### config.mk
export PLATFORM = sky130hd
export DESIGN_NAME = text_ram_scheduler
export DESIGN_NICKNAME = d
export VERILOG_FILES = /design/src/rtl/text_ram_scheduler.sv
export SDC_FILE = /design/constraint.sdc
export NUM_CORES = 2
export LEC_CHECK = 0
export BUFFER_PORTS_ARGS = -buffer_cell sky130_fd_sc_hd__buf_2
export CAP_MARGIN = 15
export CORE_MARGIN = 4
export CORE_UTILIZATION = 57
export DETAILED_ROUTE_END_ITERATION = 8
export PLACE_DENSITY = 0.82
export SLEW_MARGIN = 30
export SYNTH_ARGS = -nofsm -noshare
export SYNTH_HDL_FRONTEND = slang
export SYNTH_SLANG_ARGS = --single-unit
### constraint.sdc
create_clock -name px_clk -period 9.3 [get_ports px_clk]
set_clock_uncertainty 0.2 [all_clocks]
set_input_delay 0.465 -clock px_clk [delete_from_list [all_inputs] [get_ports px_clk]]
set_output_delay 0.465 -clock px_clk [all_outputs]
set_load 0.01 [all_outputs]
### src/rtl/text_ram_scheduler.sv
// Character RAM for the text-mode VGA display. One RAM port is shared between
// display fetch (fixed 2-cycle latency to the font stage) and host write/clear.
module text_ram_scheduler #(
  parameter int          COLS       = 20,
  parameter int          ROWS       = 15,
  parameter int          CELL_SHIFT = 5,
  parameter logic [7:0]  CLR_CHAR   = 8'h20,
  parameter int          ADDR_W     = 9
) (
  input  logic       px_clk,
  input  logic       rst,
  input  logic       activevideo,
  input  logic [9:0] px_x,
  input  logic [9:0] px_y,
  output logic [7:0] char_out,
  input  logic       wr_valid,
  output logic       wr_ready,
  input  logic [7:0] wr_col,
  input  logic [7:0] wr_row,
  input  logic [7:0] wr_char,
  output logic       wr_oor,
  input  logic       clr_start,
  output logic       busy,
  output logic       clr_done,
  output logic [1:0] dbg_state
);

  localparam int                DEPTH  = COLS * ROWS;
  localparam logic [9:0]        COLS_P = 10'(COLS);
  localparam logic [9:0]        ROWS_P = 10'(ROWS);
  localparam logic [7:0]        COLS_H = 8'(COLS);
  localparam logic [7:0]        ROWS_H = 8'(ROWS);
  localparam logic [ADDR_W-1:0] COLS_A = ADDR_W'(COLS);
  localparam logic [ADDR_W-1:0] LAST_A = ADDR_W'(DEPTH - 1);

  typedef enum logic [1:0] {
    S_IDLE  = 2'd0,
    S_CLEAR = 2'd1,
    S_DONE  = 2'd2
  } state_t;

  state_t            r_state;
  state_t            w_state_nxt;
  logic [ADDR_W-1:0] r_clr_addr;
  logic [ADDR_W-1:0] w_clr_addr_nxt;
  logic              w_clr_we;

  logic [7:0]        r_mem [0:DEPTH-1];
  logic [7:0]        r_ram_q;
  logic              r_cache_vld;
  logic [ADDR_W-1:0] r_cache_addr;
  logic              r_show;
  logic [7:0]        r_char_out;
  logic              r_wr_oor;

  logic [9:0]        w_col;
  logic [9:0]        w_row;
  logic              w_disp_in;
  logic [ADDR_W-1:0] w_disp_addr;
  logic              w_disp_rd;
  logic              w_wr_oor_req;
  logic [ADDR_W-1:0] w_wr_addr;
  logic              w_wr_fire;
  logic              w_we;
  logic [ADDR_W-1:0] w_we_addr;
  logic [7:0]        w_we_data;

  // Display cell lookup; a read is only spent when the pixel enters a new cell.
  assign w_col       = px_x >> CELL_SHIFT;
  assign w_row       = px_y >> CELL_SHIFT;
  assign w_disp_in   = (w_col < COLS_P) && (w_row < ROWS_P);
  assign w_disp_addr = ADDR_W'(w_row) * COLS_A + ADDR_W'(w_col);
  assign w_disp_rd   = activevideo && w_disp_in &&
                       (!r_cache_vld || (w_disp_addr != r_cache_addr));

  // Host handshake: a write transfers in the cycle where wr_valid && wr_ready;
  // wr_ready depends combinationally on this cycle's inputs and drops whenever
  // the display owns the port, the clear sequencer is active, or clr_start wins.
  assign wr_ready     = (r_state == S_IDLE) && !clr_start && !w_disp_rd;
  assign w_wr_fire    = wr_valid && wr_ready;
  assign w_wr_oor_req = (wr_col >= COLS_H) || (wr_row >= ROWS_H);
  assign w_wr_addr    = ADDR_W'(wr_row) * COLS_A + ADDR_W'(wr_col);

  always_comb begin
    w_state_nxt    = r_state;
    w_clr_addr_nxt = r_clr_addr;
    w_clr_we       = 1'b0;
    case (r_state)
      S_IDLE: begin
        if (clr_start) begin
          w_state_nxt    = S_CLEAR;
          w_clr_addr_nxt = '0;
        end
      end
      S_CLEAR: begin
        if (!w_disp_rd) begin
          w_clr_we = 1'b1;
          if (r_clr_addr == LAST_A) begin
            w_state_nxt = S_DONE;
          end else begin
            w_clr_addr_nxt = r_clr_addr + 1'b1;
          end
        end
      end
      S_DONE: begin
        w_state_nxt = S_IDLE;
      end
      default: begin
        w_state_nxt = S_IDLE;
      end
    endcase
  end

  always_ff @(posedge px_clk) begin
    if (rst) begin
      r_state    <= S_IDLE;
      r_clr_addr <= '0;
    end else begin
      r_state    <= w_state_nxt;
      r_clr_addr <= w_clr_addr_nxt;
    end
  end

  // Writes are blocked during reset so an aborted clear stops on this exact cell.
  assign w_we      = !rst && (w_clr_we || (w_wr_fire && !w_wr_oor_req));
  assign w_we_addr = w_clr_we ? r_clr_addr : w_wr_addr;
  assign w_we_data = w_clr_we ? CLR_CHAR : wr_char;

  always_ff @(posedge px_clk) begin
    if (w_disp_rd) begin
      r_ram_q <= r_mem[w_disp_addr];
    end
    if (w_we) begin
      r_mem[w_we_addr] <= w_we_data;
    end
  end

  always_ff @(posedge px_clk) begin
    if (rst) begin
      r_cache_vld  <= 1'b0;
      r_cache_addr <= '0;
      r_show       <= 1'b0;
      r_char_out   <= 8'h00;
      r_wr_oor     <= 1'b0;
    end else begin
      if (!activevideo) begin
        r_cache_vld <= 1'b0;
      end else if (w_disp_rd) begin
        r_cache_vld  <= 1'b1;
        r_cache_addr <= w_disp_addr;
      end
      r_show     <= activevideo && w_disp_in;
      r_char_out <= r_show ? r_ram_q : 8'h00;
      r_wr_oor   <= w_wr_fire && w_wr_oor_req;
    end
  end

  assign char_out  = r_char_out;
  assign wr_oor    = r_wr_oor;
  assign busy      = (r_state == S_CLEAR);
  assign clr_done  = (r_state == S_DONE);
  assign dbg_state = r_state;

endmodule

**Yosys cells after proc, flatten, opt, wreduce, memory -nomap -nowiden**

Memories as Yosys holds them, arrays and structs flattened. A register that Yosys moved wholly into a read port is not among the register bits.
Cells that the tools add are included.

- Memory bits (writable): 2400
- Memories: 1
- Logic and storage cells: 65
- Flip-flop bits (word level): 31

- Reduce and logical (&&, ||, !) cells: 24
- Eq/ne operators: 8
- Add/subtract/negate cells: 3
- Multiplexer cells: 14
- Bitwise logic cells: 2
- Multipliers: 2
- Order comparisons: 4

Memories:

| memory | depth | bits a word | rd ports | clocked after memory_dff | write ports | line | source |
|---|---|---|---|---|---|---|---|
| r_mem | 300 | 8 | 1 | 1 | 1 | 48 | `logic [7:0] r_mem [0:DEPTH-1];` |

Operators with widths:

| kind | count |
|---|---|
| $mux 9 | 4 |
| $pmux 9 s2 | 1 |
| $add 9x1->9 const B | 1 |
| $add 9x5->9 | 1 |
| $add 9x8->9 | 1 |
| $eq 9x9->1 const B | 1 |
| $logic_and 1x1->1 | 9 |
| $ne 9x9->1 | 1 |
| $ge 8x4->1 const B | 1 |
| $ge 8x5->1 const B | 1 |
| $mul 8x3->7 const B | 1 |
| $mux 8 | 1 |
| $mul 5x3->7 const B | 1 |
| $mux 2 | 3 |
| $ne 2x2->1 const B | 3 |
| $logic_not 1->1 | 5 |
| $lt 5x4->1 const B | 1 |
| $lt 5x5->1 const B | 1 |
| $mux 1 | 4 |
| $pmux 2 s2 | 1 |
| $reduce_and 4->1 | 1 |
| $reduce_or 2->1 | 2 |
| $logic_or 1x1->1 | 3 |
| $reduce_and 3->1 | 1 |
| 7 further kinds | 8 |

**Longest topological paths before layout**

- Depth after elaboration: 13
- Gate-level depth with buffers: 15
- Mapped depth without buffers: 12

**Worst setup path after synthesis**

OpenSTA, ideal clock, no wires.

- Kind: input to register
- Start: input px_y[6]
- End: memory r_mem[0][5], data pin
- Arrival time: 6.963 ns
- Setup slack: 1.112 ns
- Path buffers: 1
- Stages: 11
- Data required time: 8.075 ns
- Cell sequence: ha_1 > and2_1 > fa_1 > inv_1 > a211oi_1 > xor2_1 > or4_1 > buf_2 > o21ai_4 > nand2_1 > nand2b_1

- Longest elaborated chain between the ends: 8
- Elaborated cells between the ends (all ways): 11
- Those cells by class: add/sub: 1; mul: 1; order compare: 1; eq/ne: 1; mux: 3; reduce/logical: 4

Ends and longest elaborated chain:

| what | line | source |
|---|---|---|
| start: declaration | 14 | `input logic [9:0] px_y,` |
| $mul 5x3->7 | 72 | `assign w_disp_addr = ADDR_W'(w_row) * COLS_A + ADDR_W'(w_col);` |
| $add 9x5->9 | 72 |  |
| $ne 9x9->1 | 74 | `(!r_cache_vld \|\| (w_disp_addr != r_cache_addr));` |
| $logic_or 1x1->1 | 74 |  |
| $logic_and 1x1->1 * | 73 | `assign w_disp_rd = activevideo && w_disp_in &&` |
| $mux 1 * | 96 | `if (!w_disp_rd) begin` |
| $mux 1 * | 88 | `case (r_state)` |
| $mux 8 * | 127 | `assign w_we_data = w_clr_we ? CLR_CHAR : wr_char;` |
| net w_we_data[5] | 66 | `logic [7:0] w_we_data;` |
| end: declaration | 48 |  |

Mark *: on every way through the listed nets, which the timed path passes. The rest lies on a longest branch.

**Worst setup path after layout**

- Start: input px_y[6]
- End: memory r_mem[190][1], enable pin

- Longest elaborated chain between the ends: 13
- Elaborated cells between the ends (all ways): 19
- Those cells by class: add/sub: 1; mul: 1; order compare: 1; eq/ne: 1; mux: 5; reduce/logical: 10

Ends and longest elaborated chain:

| what | line | source |
|---|---|---|
| $mul 5x3->7 | 72 |  |
| $add 9x5->9 | 72 |  |
| $ne 9x9->1 | 74 |  |
| $logic_or 1x1->1 | 74 |  |
| $logic_and 1x1->1 * | 73 |  |
| $logic_not 1->1 | -- |  |
| $logic_and 1x1->1 | 79 | `assign wr_ready = (r_state == S_IDLE) && !clr_start && !w_disp_rd;` |
| $logic_and 1x1->1 | 80 | `assign w_wr_fire = wr_valid && wr_ready;` |
| $logic_and 1x1->1 | 125 | `assign w_we = !rst && (w_clr_we \|\| (w_wr_fire && !w_wr_oor_req));` |
| $logic_or 1x1->1 | 125 |  |
| $logic_and 1x1->1 | 125 |  |
| $mux 1 | 133 | `if (w_we) begin` |
| $mux 1 (implied by the code) | 134 | `r_mem[w_we_addr] <= w_we_data;` |

Every way passes the cells marked *; elsewhere a longest branch is shown, timed or not.

==> flow_summary_export.csv <==
group,metric,value,unit
route,drtIter0Drc,9574,
critical_path,worstPathArrival,7.02,ns
grt,grt_start_max_net_pins,217,
power_and_ir_drop,power.total,24.6,mW
die,coreArea,0.168,mm2
clock_network,ctsHtreeMaxLevel,4,
layout,num-fill-cells,9619,
timing,setup_violations,0,
route,vias,54400,
clock_network,postCtsSetupRepairBufs,0,
logic_synthesis,synth-edff-count,2408,
critical_path,path_buf_inv,5,
die,rows,150,
logic_synthesis,synth_nets,4652,
layout,num-nets-final,4903,
route,ant_nets,0,
power_and_ir_drop,peakVddDrop,0.179,mV
grt,grt-busiest-layer,"met2",
logic_synthesis,ys_types,72,
flow_run,cap_violations,0,
logic_synthesis,synthFlopType,"edfxtp_1",
clock_network,worstSkewPairLatency,0.86,ns
die,start_util,57.5,%
route,vias_per_cell,7.51,
critical_path,r2r_slack,3.37,ns
layout,syn2layout_area_growth,14.2,%
grt,grtUsageMet3,9.30,%
clock_network,cts_buffers,222,
grt,use_met1,39.2,%
critical_path,cp.required,9.66,ns
grt,grtUsageMet2,48.0,%
route,avgRoutedWirePerCell,38.6,um
clock_network,clock_path_buffers,3,
critical_path,worst-path-max-fanout,40,
placement,hpwl,142000,um
clock_network,cts_tree,"yes",
critical_path,crit_chain,"buf_2 -> ha_1 -> and2_1 -> fa_1 -> inv_1 -> a211oi_1 -> xor2_1 -> or4_1 -> o21ai_4 -> inv_2 -> or4_2 -> buf_4 -> nor4_1 -> buf_4",
grt,grt_pass1_vias,53900,
route,drt_first_pass_iters,6,
timing,worstMarginPinSlew,1.26,ns
layout,final_common_cell,"edfxtp_1",
logic_synthesis,netlist_area,0.0965,mm2
logic_synthesis,synthCells,4576,
critical_path,end_kind,"flip-flop",
layout,layout_common_cells,"edfxtp_1 (2408), mux4_2 (638), buf_4 (276)",
logic_synthesis,synth.avg_cell_area,21.1,um2
placement,io_buffers,52,
logic_synthesis,async_reset_ff_share,0,%
critical_path,critPathLaunchType,"input port",
power_and_ir_drop,power_leakage,34.6,nW
clock_network,clkSlewWorstSetupHoldPaths,0.07,ns
route,wl,279000,um
logic_synthesis,ys_seq_area_share,75.6,%
critical_path,cp_common_cell,"buf_4",
critical_path,crit_type,"in2reg",
placement,gp_congestion,0.884,
route,route.detailed.drc,0,
grt,grt_overflow,0,
clock_network,cts_sinks,2439,
min_path,worstHoldPathType,"in2reg",
grt,antenna_found_initial,17,
logic_synthesis,synth_seq_cells,2439,
critical_path,cpPeakStageDelay,1.11,ns
critical_path,cp_slowest_cell,"or4_2",
outcome,outcome,"finished, final reports clean",
die,chipHeight,419,um
timing,hold_viol_final,0,
timing,setup_tns,0,ns
timing,fmax,0.150,GHz
layout,drive_gt1_share,30.4,%
timing,slew_viol_final,0,
die,num_io_pins,63,
grt,grt_pass1_wl,388000,um
power_and_ir_drop,power_density,223,mW/mm2
grt,grt_usage,30.9,%
clock_network,root_buffer,"clkbuf_16",
logic_synthesis,yosysWarnings,0,
die,dieArea,0.176,mm2
timing,rsz0062_at_grt,"no",
timing,slew-limit-headroom,16.2,%
timing,min_period,6.66,ns
die,die_w,419,um
timing,post-route-period-util,71.6,%
critical_path,cp_top_family,"simple AND/OR/NAND/NOR gates",
==> metrics by stage <==
step           area, um2  hold WS (ns)  setup slack [ns]  util [%]  std cells
6_report          110000        0.0213              2.64      65.7       7245
5_1_grt           110000        0.0128              2.55      65.7       7226
4_1_cts           109000        0.0536              2.73      65.2       7219
3_5_place_dp      102000         0.261              1.89      60.6       6791
3_3_place_gp      101000         0.266              2.03      60.4       6788
2_1_floorplan      96500         0.220              1.11         -       4576
==> synth_stat cells (all sizes together) (10+ instances only) <==
master | instances | share of area, %
edfxtp | 2408 | 75
mux4 | 638 | 15
nor4 | 314 | 2.3
clkbuf | 216 | 0.84
buf | 130 | 0.63
nand2 | 126 | 0.49
o22ai | 95 | 0.62
nand3 | 58 | 0.30
nor2 | 56 | 0.22
mux2i | 52 | 0.54
nor3 | 32 | 0.18
dfxtp | 31 | 0.64
a21oi | 29 | 0.16
o21ai | 28 | 0.16
and2 | 26 | 0.17
ha | 23 | 0.30
nand4 | 19 | 0.12
o41ai | 19 | 0.17
xnor2 | 19 | 0.18
a211oi | 16 | 0.12
o221ai | 16 | 0.15
a31oi | 15 | 0.097
o211ai | 15 | 0.12
a22oi | 13 | 0.10
a32oi | 13 | 0.12
xor2 | 12 | 0.12
and3 | 11 | 0.071
nor2b | 11 | 0.071
inv | 10 | 0.039
o31ai | 10 | 0.078
or3 | 10 | 0.065
or4 | 10 | 0.078
==> report_power, final <==
part,leakage (nW),internal (mW),switching [mW]
clock,3.64,5.37,4.13
sequential,22.0,12.2,0.00803
combinational,8.95,0.720,2.18
==> per-layer routing <==
metal / wire length (um) / share of wire [%]
met5: 124 / 0.044
met4: 20000 / 7.1
met3: 40100 / 14
met2: 134000 / 48
met1: 85000 / 30
==> repair_timing <==
action,CTS,global route
endpoints found under the hold margin,70,21
hold buffers,9,1
endpoints found under the setup margin,0,0
resized for setup,0,0
==> registers in the layout, summed over array words and instances (netlist names) <==
signal / flops
dbg_state: 2
r_ram_q: 8
r_cache_addr: 9
r_mem: 2400
wr_oor: 1
r_clr_addr: 9
r_show: 1
r_cache_vld: 1
char_out: 8
==> logic make-up after synthesis <==
| group | Yosys count | share of synthesized area (%) |
|---|---|---|
| AND/OR/NAND/NOR | 696 | 4.22 |
| adder cells (fa/ha/maj) | 27 | 0.381 |
| flip-flops | 2439 | 75.6 |
| AO/OA/AOI/OAI | 328 | 2.43 |
| buffers and inverters | 356 | 1.51 |
| multiplexers | 698 | 15.5 |
| XOR/XNOR | 32 | 0.320 |
==> path summary, 6_finish.rpt <==
path / start / end / cells after the start
worst max-delay path: px_y[6] / r_mem[190][1] / 14
worst min-delay path: wr_char[1] / r_mem[105][1] / 2
worst max register to register: r_cache_addr[1] / r_mem[190][1] / 10
worst min register to register: r_cache_addr[0] / r_cache_addr[0] / 2
==> layout make-up <==
type | instances | area (um2) | area share, %
clock buffer | 260 | 5740 | 5.21
timing repair buffer | 373 | 3150 | 2.86
tap | 2204 | 2760 | 2.50
sequential | 2439 | 72900 | 66.2
multi-input combinational | 1781 | 23800 | 21.6
clock inverter | 159 | 1750 | 1.59
inverter | 10 | 40.0 | 0.0363
antenna | 19 | 47.5 | 0.0432
Power figures use the tool's default switching activity.
